===== config.mk =====
export PLATFORM = sky130hd
export DESIGN_NAME = dmem_arbiter_flat
export DESIGN_NICKNAME = d
export VERILOG_FILES = /design/src/rtl/dmem_arb_pkg.sv /design/src/rtl/dmem_arb_if.sv /design/src/rtl/dmem_arb_grant.sv /design/src/rtl/dmem_arbiter.sv /design/src/flat_wrapper.sv
export SDC_FILE = /design/constraint.sdc
export NUM_CORES = 1
export LEC_CHECK = 0
export CORE_UTILIZATION = 38
export CTS_CLUSTER_SIZE = 24
export DETAILED_ROUTE_END_ITERATION = 16
export GPL_TIMING_DRIVEN = 0
export PLACE_DENSITY = 0.86
export SLEW_MARGIN = 20
export SYNTH_ARGS = -nofsm -noshare
export SYNTH_HDL_FRONTEND = slang
export SYNTH_SLANG_ARGS = --single-unit

===== constraint.sdc =====
create_clock -name clk -period 1.5 [get_ports clk]
set_input_delay 0.15 -clock clk [delete_from_list [all_inputs] [get_ports clk]]
set_output_delay 0.15 -clock clk [all_outputs]
set_load 0.01 [all_outputs]

===== src/rtl/dmem_arb_pkg.sv =====
// Shared types and constants for the data-memory arbiter: access sizes, port ids,
// the captured command record and the access legality rule.
package dmem_arb_pkg;

    localparam int DATA_W = 32;
    localparam int ADDR_W = 32;

    localparam logic [2:0] FUNCT_BYTE = 3'b000;
    localparam logic [2:0] FUNCT_WORD = 3'b010;

    localparam logic PORT_CORE = 1'b0;
    localparam logic PORT_DMA  = 1'b1;

    typedef struct packed {
        logic              we;
        logic [ADDR_W-1:0] addr;
        logic [DATA_W-1:0] wdata;
        logic [2:0]        funct;
        logic              err;
        logic              port;
    } cmd_t;

    // Only byte and aligned word accesses may reach the memory.
    function automatic logic is_illegal(input logic [2:0] funct, input logic [1:0] addr_lo);
        return !((funct == FUNCT_BYTE) || (funct == FUNCT_WORD)) ||
               ((funct == FUNCT_WORD) && (addr_lo != 2'b00));
    endfunction

endpackage


===== src/rtl/dmem_arb_if.sv =====
// Request/response bundle between the two requesters and the arbiter.
// The slave modport is the arbiter side, the master modport the requester side.
interface dmem_arb_if #(
    parameter int DATA_WIDTH = 32,
    parameter int ADDR_WIDTH = 32
);

    logic [1:0]            req_valid;
    logic [1:0]            req_ready;
    logic [1:0]            req_we;
    logic [ADDR_WIDTH-1:0] req_addr0;
    logic [ADDR_WIDTH-1:0] req_addr1;
    logic [DATA_WIDTH-1:0] req_wdata0;
    logic [DATA_WIDTH-1:0] req_wdata1;
    logic [2:0]            req_funct0;
    logic [2:0]            req_funct1;
    logic [1:0]            rsp_valid;
    logic                  rsp_err;
    logic [DATA_WIDTH-1:0] rsp_rdata;

    modport slave (
        input  req_valid, req_we, req_addr0, req_addr1,
               req_wdata0, req_wdata1, req_funct0, req_funct1,
        output req_ready, rsp_valid, rsp_err, rsp_rdata
    );

    modport master (
        output req_valid, req_we, req_addr0, req_addr1,
               req_wdata0, req_wdata1, req_funct0, req_funct1,
        input  req_ready, rsp_valid, rsp_err, rsp_rdata
    );

endinterface


===== src/rtl/dmem_arb_grant.sv =====
// Two-port grant logic. DMEM_ARB_RR_EN defined: round-robin on the last granted port;
// undefined: fixed priority to port 0 with no pointer register.
module dmem_arb_grant (
    input  logic       clk,
    input  logic       reset,
    input  logic [1:0] valid,
    output logic [1:0] grant
);

`ifdef DMEM_ARB_RR_EN
    logic last_port;

    // Reset to "port 1 granted last" so that port 0 wins the first contention.
    always_ff @(posedge clk) begin
        if (reset) begin
            last_port <= 1'b1;
        end else if (|grant) begin
            last_port <= grant[1];
        end
    end

    always_comb begin
        grant = 2'b00;
        if (!reset) begin
            if (valid == 2'b11) begin
                grant = last_port ? 2'b01 : 2'b10;
            end else begin
                grant = valid;
            end
        end
    end
`else
    logic unused_clk;
    assign unused_clk = clk;

    always_comb begin
        grant = 2'b00;
        if (!reset) begin
            grant[0] = valid[0];
            grant[1] = valid[1] && !valid[0];
        end
    end
`endif

endmodule


===== src/rtl/dmem_arbiter.sv =====
// Two-requester sequencer for the single-port data memory: accept, issue, respond.
// Arbitration policy selected by DMEM_ARB_RR_EN (round-robin) or fixed priority when undefined.
module dmem_arbiter
    import dmem_arb_pkg::*;
#(
    parameter int DATA_WIDTH = DATA_W,
    parameter int ADDR_WIDTH = ADDR_W
) (
    input  logic                  clk,
    input  logic                  reset,
    dmem_arb_if.slave             bus,
    output logic                  mem_wr_en,
    output logic [ADDR_WIDTH-1:0] mem_addr,
    output logic [DATA_WIDTH-1:0] mem_wr_data,
    output logic [2:0]            mem_funct,
    output logic [6:0]            mem_funct7,
    input  logic [DATA_WIDTH-1:0] mem_rd_data
);

    logic [1:0]            grant;
    cmd_t                  next_cmd;
    cmd_t                  cmd;
    logic                  cmd_valid;
    logic [DATA_WIDTH-1:0] load_data;
    logic [1:0]            rsp_valid_q;
    logic                  rsp_err_q;
    logic [DATA_WIDTH-1:0] rsp_rdata_q;

    dmem_arb_grant u_grant (
        .clk   (clk),
        .reset (reset),
        .valid (bus.req_valid),
        .grant (grant)
    );

    assign bus.req_ready = grant;

    // The legality check is folded into the command at capture time.
    always_comb begin
        next_cmd = '0;
        if (grant[1]) begin
            next_cmd.port  = PORT_DMA;
            next_cmd.we    = bus.req_we[1];
            next_cmd.addr  = bus.req_addr1;
            next_cmd.wdata = bus.req_wdata1;
            next_cmd.funct = bus.req_funct1;
        end else begin
            next_cmd.port  = PORT_CORE;
            next_cmd.we    = bus.req_we[0];
            next_cmd.addr  = bus.req_addr0;
            next_cmd.wdata = bus.req_wdata0;
            next_cmd.funct = bus.req_funct0;
        end
        next_cmd.err = is_illegal(next_cmd.funct, next_cmd.addr[1:0]);
    end

    always_ff @(posedge clk) begin
        if (reset) begin
            cmd_valid <= 1'b0;
            cmd       <= '0;
        end else begin
            cmd_valid <= |grant;
            if (|grant) begin
                cmd <= next_cmd;
            end
        end
    end

    // The write enable is also gated by reset so a command caught by reset never writes.
    always_comb begin
        mem_wr_en   = cmd_valid && cmd.we && !cmd.err && !reset;
        mem_addr    = cmd_valid ? cmd.addr  : '0;
        mem_wr_data = cmd_valid ? cmd.wdata : '0;
        mem_funct   = cmd_valid ? cmd.funct : 3'b000;
    end

    assign mem_funct7 = 7'b0;

    always_comb begin
        load_data = '0;
        if (cmd_valid && !cmd.we && !cmd.err) begin
            if (cmd.funct == FUNCT_BYTE) begin
                load_data = {{(DATA_WIDTH-8){1'b0}}, mem_rd_data[7:0]};
            end else begin
                load_data = mem_rd_data;
            end
        end
    end

    always_ff @(posedge clk) begin
        if (reset) begin
            rsp_valid_q <= 2'b00;
            rsp_err_q   <= 1'b0;
            rsp_rdata_q <= '0;
        end else begin
            rsp_valid_q <= cmd_valid ? (cmd.port ? 2'b10 : 2'b01) : 2'b00;
            rsp_err_q   <= cmd_valid && cmd.err;
            rsp_rdata_q <= load_data;
        end
    end

    assign bus.rsp_valid = rsp_valid_q;
    assign bus.rsp_err   = rsp_err_q;
    assign bus.rsp_rdata = rsp_rdata_q;

endmodule


===== src/flat_wrapper.sv =====
// flat-port wrapper written by rule: the top's interface ports become plain ports
module dmem_arbiter_flat import dmem_arb_pkg::*;
#(
    parameter int DATA_WIDTH = DATA_W,
    parameter int ADDR_WIDTH = ADDR_W
)
  (clk, reset, mem_wr_en, mem_addr, mem_wr_data, mem_funct, mem_funct7, mem_rd_data, bus_req_valid, bus_req_we, bus_req_addr0, bus_req_addr1, bus_req_wdata0, bus_req_wdata1, bus_req_funct0, bus_req_funct1, bus_req_ready, bus_rsp_valid, bus_rsp_err, bus_rsp_rdata);
  dmem_arb_if #(.DATA_WIDTH(DATA_WIDTH), .ADDR_WIDTH(ADDR_WIDTH)) bus_i ();
  input  logic clk;
  input  logic reset;
  output logic mem_wr_en;
  output logic [ADDR_WIDTH-1:0] mem_addr;
  output logic [DATA_WIDTH-1:0] mem_wr_data;
  output logic [2:0] mem_funct;
  output logic [6:0] mem_funct7;
  input  logic [DATA_WIDTH-1:0] mem_rd_data;
  input wire logic [$bits(bus_i.req_valid)-1:0] bus_req_valid;
  input wire logic [$bits(bus_i.req_we)-1:0] bus_req_we;
  input wire logic [$bits(bus_i.req_addr0)-1:0] bus_req_addr0;
  input wire logic [$bits(bus_i.req_addr1)-1:0] bus_req_addr1;
  input wire logic [$bits(bus_i.req_wdata0)-1:0] bus_req_wdata0;
  input wire logic [$bits(bus_i.req_wdata1)-1:0] bus_req_wdata1;
  input wire logic [$bits(bus_i.req_funct0)-1:0] bus_req_funct0;
  input wire logic [$bits(bus_i.req_funct1)-1:0] bus_req_funct1;
  output wire logic [$bits(bus_i.req_ready)-1:0] bus_req_ready;
  output wire logic [$bits(bus_i.rsp_valid)-1:0] bus_rsp_valid;
  output wire logic [$bits(bus_i.rsp_err)-1:0] bus_rsp_err;
  output wire logic [$bits(bus_i.rsp_rdata)-1:0] bus_rsp_rdata;
  assign bus_i.req_valid = bus_req_valid;
  assign bus_i.req_we = bus_req_we;
  assign bus_i.req_addr0 = bus_req_addr0;
  assign bus_i.req_addr1 = bus_req_addr1;
  assign bus_i.req_wdata0 = bus_req_wdata0;
  assign bus_i.req_wdata1 = bus_req_wdata1;
  assign bus_i.req_funct0 = bus_req_funct0;
  assign bus_i.req_funct1 = bus_req_funct1;
  assign bus_req_ready = bus_i.req_ready;
  assign bus_rsp_valid = bus_i.rsp_valid;
  assign bus_rsp_err = bus_i.rsp_err;
  assign bus_rsp_rdata = bus_i.rsp_rdata;
  dmem_arbiter #(.DATA_WIDTH(DATA_WIDTH), .ADDR_WIDTH(ADDR_WIDTH)) u_core (.clk(clk), .reset(reset), .bus(bus_i), .mem_wr_en(mem_wr_en), .mem_addr(mem_addr), .mem_wr_data(mem_wr_data), .mem_funct(mem_funct), .mem_funct7(mem_funct7), .mem_rd_data(mem_rd_data));
endmodule

==> flow_summary_export.csv, run 1 <==
group,metric,value,unit
power_and_ir_drop,comb_power_share,20.2,%
global_route,grt_pass1_vias,4612,
timing,rsz0062_at_grt,"true",
clock_tree,root_buffer,"clkbuf_16",
power_and_ir_drop,p_per_area,850,nW/um2
die,ios,284,
clock_tree,cts_max_path_buffers,2,
route,via_per_inst,4.55,
die,dieArea,13100,um2
global_route,grt_usage,24.2,%
power_and_ir_drop,finalPower,7.05,mW
critical_path,startpoint_type,"register",
die,core_area,12200,um2
power_and_ir_drop,vdd_ir_drop_max,650,uV
timing,period_share,97.8,%
synth,synth_cell_types,27,
outcome,status,"finished, final reports clean",
power_and_ir_drop,power.internal,5.34,mW
timing,setup_viol,0,
critical_path,cp_cell_sequence,"buf_4 > clkbuf_16 > and2_1 > buf_6",
critical_path,critPathMaxStageDelay,380,ps
final_layout,post-route-util,68.2,%
timing,final-max-slew-violation-count,0,
synth,ys_seq_elements,106,
global_route,grt_max_degree,19,
critical_path,slowest_stage,"dfxtp_4",
timing,worst_slew_pin_slew,561,ps
job,cap_viol_max_count,0,
die,num_rows,40,
synth,synth_area_per_cell,8.77,um2
final_layout,drive_gt1_share,28.7,%
power_and_ir_drop,p_clk_share,36.8,%
synth,ys_warn_count,0,
global_route,antenna_found_initial,0,
clock_tree,cts_hold_buf,0,
critical_path,critPathRequiredTime,1350,ps
synth,seq_area_frac_synth,44.2,%
route,vias,4650,
global_route,grt_overflow,0,
route,wire_per_inst,15.3,um
route,routed_wirelength,15600,um
critical_path,crit_fanout,10,
power_and_ir_drop,netSwitchingFraction,24.3,%
timing,worst_clock_skew,4.79,ps
route,firstDrtPassIters,4,
route,drt_iter0_drc,194,
final_layout,antenna_cells,0,
route,drc_errors,0,
synth,synth_area_leader_cell,"dfxtp_1",
timing,max_slew_margin,62.6,%
final_layout,final_cell_area,8300,um2
clock_tree,numCtsBuffers,9,
clock_tree,cts_num_sinks,106,
critical_path,r2r_cells,5,
clock_tree,clk_pin_slew,70,ps
hold_path,hold_class,"primary input to register",
die,die_width,114,um
power_and_ir_drop,leakagePower,3.54,nW
power_and_ir_drop,power_frac_seq,43.0,%
synth,netlist.area_leader.share,44.2,%
power_and_ir_drop,p_switching,1.71,mW
synth,synthTopCellsByArea,"dfxtp_1 44%, mux2_2 16%, nand2_1 10%",
critical_path,reg2reg_slack,130,ps
placed_design,numPortBuffers,275,
synth,syn_inst,547,
synth,synth_area,4800,um2
global_route,grt_pass1_wl,23900,um
hold_path,hold_depth,3,
clock_tree,cts_tree,"done",
placed_design,place.gp.congestion,0.779,
final_layout,nNetsFinal,1021,
die,initial_core_util,39.4,%
placed_design,place_area,7780,um2
final_layout,fillers,1003,
critical_path,criticalPathCategory,"register to primary output",
clock_tree,clk_latency,350,ps
final_layout,area_delta_synth_final,73.0,%
timing,period_needed,1470,ps
timing,hold_violations,0,
critical_path,crit_arrival,1320,ps
critical_path,endpoint_kind,"primary output",
route,drtAntennaViolNets,0,
die,die_h,114,um
placed_design,place.detailed.hpwl,11600,um
clock_tree,ctsHtreeMaxLevel,3,
timing,max_freq,682,MHz
timing,tns,0,ps
flip-flops by register name, indices dropped and copies added, names as in the netlist:
signal	flops
u_core.cmd_valid	1
u_core.bus.rsp_valid	2
u_core.bus.rsp_err	1
u_core.cmd	70
u_core.bus.rsp_rdata	32
cells in the mapped netlist:
| cell type | number |
|---|---|
| clkinv_1 | 1 |
| nor3_1 | 4 |
| o21a_1 | 2 |
| o22ai_1 | 1 |
| a21oi_1 | 67 |
| buf_4 | 8 |
| conb_1 | 1 |
| and2_1 | 74 |
| and2_2 | 25 |
| nor2_1 | 4 |
| dfxtp_1 | 106 |
| nor4b_4 | 1 |
| or2_2 | 1 |
| nand2_1 | 134 |
| nor3b_1 | 2 |
| a31oi_1 | 1 |
| and3b_1 | 2 |
| nand2b_1 | 1 |
| o21ai_0 | 1 |
| buf_2 | 10 |
| o31a_4 | 1 |
| o21bai_1 | 1 |
| clkbuf_1 | 26 |
| buf_1 | 2 |
| and4bb_2 | 1 |
| mux2_2 | 67 |
| buf_6 | 3 |
metrics by stage:
| step | cells | hold slack, ps | setup slack, ps |
|---|---|---|---|
| after global routing | 1022 | 217 | -10.5 |
| final | 1022 | 214 | 33.7 |
| after floorplan | 553 | 272 | 274 |
| after global placement | 996 | 454 | -914 |
| after detailed placement | 996 | 458 | -934 |
| after CTS | 1025 | 332 | -119 |
final cells by class:
cell class | instances | area [um2] | area share [%]
timing repair buffer | 287 | 2780 | 33.5
multi-input combinational | 397 | 2510 | 30.3
sequential | 106 | 2130 | 25.6
buffer | 47 | 337 | 4.06
clock buffer | 9 | 225 | 2.71
tap | 168 | 210 | 2.53
clock inverter | 7 | 100 | 1.21
inverter | 1 | 6.26 | 0.0754
path summary, 6_finish.rpt:
check | startpoint | endpoint
max | u_core.cmd_valid | mem_wr_data[0]
min | reset | u_core.cmd[1]
max reg2reg | u_core.cmd_valid | u_core.bus.rsp_rdata[23]
min reg2reg | u_core.cmd[0] | u_core.bus.rsp_valid[0]
cell usage in the layout (no fill, tap or decap), drive strengths merged, types with 2 or more instances in the layout:
master,synthesis,final
and2,99,99
a21oi,67,67
mux2,67,67
dfxtp,106,106
clkbuf,26,36
bufinv,0,2
nand2,134,134
inv,0,3
conb,1,7
clkdlybuf4s15,0,15
nor3,4,4
clkinvlp,0,3
buf,23,88
nor3b,2,2
clkdlybuf4s50,0,203
and3b,2,2
nor2,4,4
o21a,2,2
power by group through the flow:
stage          clock network (mW)  registers, mW  logic [mW]
2_1_floorplan                   0           3.08       0.581
3_3_place_gp                    0           3.08        1.33
3_5_place_dp                    0           3.09        1.35
4_1_cts                      2.65           3.03        1.44
5_1_grt                      2.76           3.05        1.54
6_report                     2.60           3.03        1.42
critical path: cells and delay by family (launching register included):
kind                   cells  cell delay (ps)
and+or+nand+nor            1              160
DFF                        1              380
buffers and inverters      3              430
logic make-up (layout without fill, tap and decap cells):
family	after synthesis	after routing	share of synthesized area [%]
compound gates	74	74	8.19
other cells	1	7	0.0782
simple gates	249	249	26.5
buf+inv	50	351	5.27
mux	67	67	15.7
flops	106	106	44.2
timing repair:
item,CTS,global route
setup buffers,10,0
endpoints found under the hold margin,0,0
gates resized for setup,339,19
pin swaps,16,0
setup endpoints to repair,142,72
gates cloned,3,0
per-layer routing:
| metal | global-route usage (%) | part of all wire [%] |
|---|---|---|
| met5 | 0 | 0 |
| met4 | 10.2 | 2.4 |
| met3 | 5.45 | 6.8 |
| met2 | 44.0 | 51 |
| met1 | 27.0 | 40 |
Power figures use the tool's default switching activity.
==> run 2, diff against run 1 <==
CORE_MARGIN = 2   (was unset)
PLACE_DENSITY = unset   (was 0.86)
PLACE_DENSITY_LB_ADDON = 0.2   (was unset)
==> run 2 against run 1 <==
The flow now finishes with violations (setup timing). Worst setup slack lost 60 ps. Sequential cell count is the same. Non-clock buffer count grew 1. First-iteration DRC count shrank 24%. Utilization shrank 3.3 points. Power shrank 3.0%. Clock-buffer cell count is the same. Sequential power is essentially flat. Critical path depth grew 1. Combinational power shrank 3%. Final cell count grew 0.49%. Design area shrank 2.5%. Critical path type unchanged. Critical endpoint is now mem_wr_data[7]. Highest routed layer unchanged.
==> flow_summary_export.csv, run 2 (synthesized netlist as in run 1, its figures left out) <==
group,metric,value,unit
global_route,antenna_found_initial,0,
global_route,grt_pass1_wl,23300,um
clock_tree,cts_tree,"done",
critical_path,critPathRequiredTime,1350,ps
final_layout,drive_gt1_share,28.1,%
route,firstDrtPassIters,4,
global_route,grt_overflow,0,
critical_path,startpoint_type,"register",
hold_path,hold_class,"primary input to register",
global_route,grt_max_degree,19,
route,routed_wirelength,15900,um
timing,period_needed,1530,ps
timing,max_slew_margin,66.7,%
clock_tree,ctsHtreeMaxLevel,3,
timing,fin_ws,-26.3,ps
final_layout,post-route-util,64.9,%
die,die_h,116,um
clock_tree,cts_num_sinks,106,
route,drtAntennaViolNets,0,
die,ios,284,
timing,max_freq,655,MHz
critical_path,crit_arrival,1380,ps
outcome,violations,"setup timing",
route,drc_errors,0,
route,wire_per_inst,15.4,um
critical_path,endpoint_kind,"primary output",
die,num_rows,41,
final_layout,final_common_cell,"clkdlybuf4s50_1",
final_layout,final_cells,1027,
timing,tns,-235,ps
die,die_width,116,um
placed_design,place_area,7790,um2
timing,hold_violations,0,
critical_path,cp-startpoint,"u_core.cmd_valid",
power_and_ir_drop,power_frac_seq,44.3,%
placed_design,place.detailed.hpwl,12000,um
power_and_ir_drop,p_clk_share,35.5,%
power_and_ir_drop,vdd_ir_drop_max,690,uV
power_and_ir_drop,p_switching,1.70,mW
job,cap_viol_max_count,0,
timing,period_share,102,%
hold_path,min_to,"u_core.cmd[1]",
timing,rsz0062_at_grt,"true",
power_and_ir_drop,finalPower,6.84,mW
final_layout,most-common-layout-cells,"203 x clkdlybuf4s50_1, 134 x nand2_1, 105 x dfxtp_1",
outcome,status,"finished with violations",
power_and_ir_drop,leakagePower,3.51,nW
final_layout,area_delta_synth_final,68.7,%
clock_tree,clk_pin_slew,70,ps
hold_path,hp-start,"bus_req_valid[0]",
clock_tree,root_buffer,"clkbuf_16",
clock_tree,cts_hold_buf,0,
critical_path,worstReg2RegEnd,"u_core.bus.rsp_rdata[28]",
hold_path,hold_depth,5,
power_and_ir_drop,netSwitchingFraction,24.9,%
global_route,grt_pass1_vias,4688,
die,dieArea,13500,um2
route,vias,4752,
critical_path,criticalPathCategory,"register to primary output",
die,core_area,12500,um2
clock_tree,cts_max_path_buffers,2,
clock_tree,numCtsBuffers,9,
final_layout,final_cell_area,8090,um2
placed_design,place.gp.congestion,0.808,
timing,worst_slew_pin_slew,500,ps
power_and_ir_drop,p_per_area,845,nW/um2
global_route,grt_usage,22.6,%
critical_path,reg2reg_slack,180,ps
final_layout,regMostFlops,"u_core.cmd",
critical_path,r2r-start,"u_core.cmd_valid",
critical_path,r2r_cells,5,
timing,worst_clock_skew,5.13,ps
final_layout,fillers,1088,
clock_tree,clk_latency,350,ps
die,initial_core_util,38.5,%
route,via_per_inst,4.63,
power_and_ir_drop,power.internal,5.13,mW
critical_path,crit_fanout,5,
final_layout,antenna_cells,0,
placed_design,dp_cells,1000,
power_and_ir_drop,comb_power_share,20.2,%
timing,final-max-slew-violation-count,0,
timing,setup_viol,19,
final_layout,nNetsFinal,1022,
route,drt_iter0_drc,148,
placed_design,numPortBuffers,275,
final_layout,largest_register_ff_count,70,
[run 2: repair_timing]
action / in CTS / in global routing
gates resized for setup: 310 / 35
pin swaps: 0 / 1
setup endpoints to repair: 108 / 25
gates cloned: 4 / 0
buffers inserted: 1 / 6
[run 2: final cells by class]
cell class	count	area (um2)	share of cell area, %
Clock buffer	9	225	2.78
Timing Repair Buffer	286	2610	32.3
Sequential cell	106	2120	26.2
Clock inverter	7	77.6	0.959
Buffer	49	350	4.33
Tap cell	172	215	2.66
Inverter	1	5.00	0.0619
Multi-Input combinational cell	397	2480	30.7
[run 2: worst max-delay path by stage]
| stage | to | slack, ps | depth (start not counted) |
|---|---|---|---|
| finish | mem_wr_data[7] | -30 | 5 |
| global route | mem_wr_data[7] | -80 | 5 |
| CTS | mem_wr_data[22] | -80 | 4 |
| detailed placement | bus_req_ready[0] | -910 | 5 |
| global placement | bus_req_ready[0] | -920 | 5 |
| floorplan | u_core.bus.rsp_rdata[12] | 270 | 5 |
[run 2: worst max-delay path, cell delays in order, from the launching register on]
cell	delay [ps]
dfxtp_2	340
buf_8	130
buf_12	130
clkbuf_8	140
and2_1	140
buf_2	140
[run 2: layer usage]
| layer | share of wire, % | global-route usage [%] |
|---|---|---|
| met5 | 0 | 0 |
| met2 | 50 | 40.2 |
| met3 | 7.7 | 6.85 |
| met1 | 39 | 25.1 |
| met4 | 2.5 | 9.44 |
[run 2: per-stage QoR]
stage	hold slack, ps	worst slack [ps]
final	303	-26.3
after global routing	341	-76.9
after CTS	333	-75.5
after detailed placement	449	-905
after global placement	439	-922
after floorplan	272	274
[run 2: power by group through the flow]
stage	Sequential, mW	Combinational, mW	Clock, mW
final	3.03	1.38	2.42
after global routing	3.05	1.50	2.61
after CTS	3.03	1.35	2.48
after detailed placement	3.09	1.35	0
after global placement	3.08	1.32	0
after floorplan	3.08	0.581	0
==> run 3, diff against run 2 <==
ABC_AREA = 1   (was unset)
==> run 3 against run 2 <==
The flow still finishes with violations (setup timing). Critical path depth rose by 2. Worst setup slack got worse by 34 ps. Largest power group unchanged. Synthesized cell count rose by 21%. Clock skew rose by 2.1 ps.
==> flow_summary_export.csv, run 3 <==
group,metric,value,unit
synth,seq_area_frac_synth,43.2,%
global_route,grt_overflow,0,
hold_path,min_to,"u_core.cmd[69]",
hold_path,hold_depth,2,
clock_tree,cts_hold_buf,0,
synth,async_reset_ff_share,0,%
power_and_ir_drop,power_frac_seq,43.5,%
synth,ys_warn_count,0,
critical_path,r2r_cells,7,
critical_path,startpoint_type,"register",
clock_tree,clk_pin_slew,70,ps
die,die_h,118,um
synth,synthTopCellsByArea,"dfxtp_1 43%, inv_1 8.0%, nand3_1 6.8%",
placed_design,dp_cells,1117,
job,cap_viol_max_count,0,
timing,setup_viol,4,
critical_path,criticalPathCategory,"register to primary output",
final_layout,fillers,1137,
critical_path,worstReg2RegEnd,"u_core.bus.rsp_rdata[11]",
hold_path,hp-start,"bus_req_valid[1]",
critical_path,endpoint_kind,"primary output",
global_route,grt_pass1_vias,5126,
final_layout,most-common-layout-cells,"203 x clkdlybuf4s50_1, 105 x dfxtp_1, 98 x inv_1",
die,num_rows,41,
synth,ys_seq_elements,106,
placed_design,place.detailed.hpwl,12000,um
die,initial_core_util,38.9,%
placed_design,place.gp.congestion,0.807,
power_and_ir_drop,comb_power_share,21.5,%
power_and_ir_drop,p_switching,1.90,mW
final_layout,drive_gt1_share,22.1,%
final_layout,area_delta_synth_final,71.0,%
timing,hold_violations,0,
die,ios,284,
critical_path,r2r-start,"u_core.cmd_valid",
timing,max_slew_margin,63.8,%
clock_tree,clk_latency,350,ps
power_and_ir_drop,power.internal,5.24,mW
route,firstDrtPassIters,4,
synth,synth_cell_types,28,
route,drc_errors,0,
route,drt_iter0_drc,304,
timing,final-max-slew-violation-count,0,
final_layout,post-route-util,66.6,%
critical_path,critPathRequiredTime,1350,ps
synth,synth-main-ff-cell,"dfxtp_1",
synth,netlist.area_leader.share,43.2,%
timing,fin_ws,-60.1,ps
synth,yosys-top-cells-count,"106 x dfxtp_1, 105 x inv_1, 82 x nand2_1",
route,via_per_inst,4.62,
route,vias,5315,
power_and_ir_drop,p_clk_share,35.0,%
clock_tree,cts_num_sinks,106,
timing,hold_slack,134,ps
clock_tree,root_buffer,"clkbuf_16",
critical_path,reg2reg_slack,160,ps
route,routed_wirelength,16300,um
power_and_ir_drop,netSwitchingFraction,26.6,%
timing,max_freq,641,MHz
global_route,grt_usage,23.5,%
timing,period_share,104,%
final_layout,final_cells,1150,
final_layout,nNetsFinal,1144,
critical_path,crit_fanout,6,
route,drtAntennaViolNets,0,
power_and_ir_drop,p_per_area,851,nW/um2
die,core_area,12600,um2
power_and_ir_drop,leakagePower,4.26,nW
placed_design,numPortBuffers,275,
timing,worst_slew_pin_slew,540,ps
synth,yosys.cell_count.top_type,"dfxtp_1",
clock_tree,ctsHtreeMaxLevel,3,
outcome,violations,"setup timing",
synth,synth_edf_count,0,
critical_path,critPathMaxStageDelay,370,ps
timing,rsz0062_at_grt,"true",
clock_tree,numCtsBuffers,9,
synth,syn_inst,664,
timing,worst_clock_skew,7.25,ps
timing,period_needed,1560,ps
final_layout,final_common_cell,"clkdlybuf4s50_1",
synth,synth_area,4910,um2
hold_path,hold_class,"primary input to register",
die,die_width,118,um
final_layout,regMostFlops,"u_core.cmd",
die,dieArea,13900,um2
route,wire_per_inst,14.2,um
outcome,status,"finished with violations",
critical_path,crit_arrival,1410,ps
global_route,grt_max_degree,19,
synth,synth_area_leader_cell,"dfxtp_1",
final_layout,largest_register_ff_count,70,
clock_tree,cts_tree,"done",
critical_path,slowest_stage,"dfxtp_4",
global_route,antenna_found_initial,1,
synth,synth_area_per_cell,7.40,um2
global_route,grt_pass1_wl,26000,um
power_and_ir_drop,vdd_ir_drop_max,523,uV
critical_path,crit_top_cell,"buf_6",
critical_path,cp_cell_sequence,"buf_6 > buf_6 > buf_6 > buf_6 > nand2_2 > inv_2 > buf_6",
clock_tree,cts_max_path_buffers,2,
-- run 3: metrics by stage --
step | instance area, um2 | worst slack, ps | setup TNS [ps] | total power [mW]
final | 8400 | -60.1 | -183 | 7.14
after global routing | 8400 | -100 | -784 | 7.49
after CTS | 8330 | -248 | -3390 | 7.17
after detailed placement | 7900 | -668 | -44860 | 4.65
after global placement | 7900 | -671 | -45980 | 4.63
after floorplan | 4930 | 345 | 0 | 3.78
-- run 3: final cells by class --
cell class / count / area, um2 / share of cell area (%)
flip-flops and latches: 106 / 2130 / 25.3
clock buffers: 10 / 239 / 2.84
multi-input cells: 401 / 2090 / 24.9
well taps: 172 / 215 / 2.56
plain buffers: 50 / 388 / 4.62
diodes: 1 / 2.50 / 0.0298
clock inverters: 6 / 72.6 / 0.864
inverters: 110 / 428 / 5.09
repair buffers: 294 / 2840 / 33.8
-- run 3: cell families after synthesis --
kind of cell / after synthesis / synth area share (%)
flops: 106 / 43.2
buf+inv: 163 / 15.4
simple gates: 256 / 23.0
other cells: 1 / 0.0763
compound gates: 138 / 18.4
-- run 3: power by group through the flow --
stage / clock network (mW) / registers (mW) / logic, mW
2_1_floorplan: 0 / 3.16 / 0.619
3_3_place_gp: 0 / 3.16 / 1.47
3_5_place_dp: 0 / 3.16 / 1.49
4_1_cts: 2.54 / 3.11 / 1.53
5_1_grt: 2.68 / 3.13 / 1.67
6_report: 2.50 / 3.11 / 1.54
-- run 3: worst max-delay path by stage --
stage | start | endpoint | slack, ps | depth (start not counted)
floorplan | u_core.cmd_valid | mem_addr[11] | 340 | 5
global placement | reset | bus_req_ready[1] | -670 | 7
detailed placement | reset | bus_req_ready[1] | -670 | 7
CTS | u_core.cmd_valid | mem_wr_data[9] | -250 | 4
global route | u_core.cmd_valid | mem_addr[11] | -100 | 7
finish | u_core.cmd_valid | mem_addr[11] | -60 | 7
-- run 3: per-layer routing --
layer	vias up	wire length, um	global-route usage (%)	part of all wire [%]
met1	2383	6390	26.4	39
met5	-	0	0	0
met2	229	8070	41.3	49
met4	0	423	9.04	2.6
met3	30	1430	7.32	8.8
li1	2673	-	-	-
-- run 3: critical path, delay by kind of cell, from the launching register on --
kind / cells / cell delay [ps]
DFF: 1 / 370
and+or+nand+nor: 1 / 60
buffers and inverters: 6 / 630
-- run 3: timing repair --
action	4_1_cts	5_1_grt
endpoints found under the setup margin	70	60
gates cloned	2	0
setup buffers	14	3
gates resized for setup	207	54
pin swaps	4	0
endpoints found under the hold margin	0	0
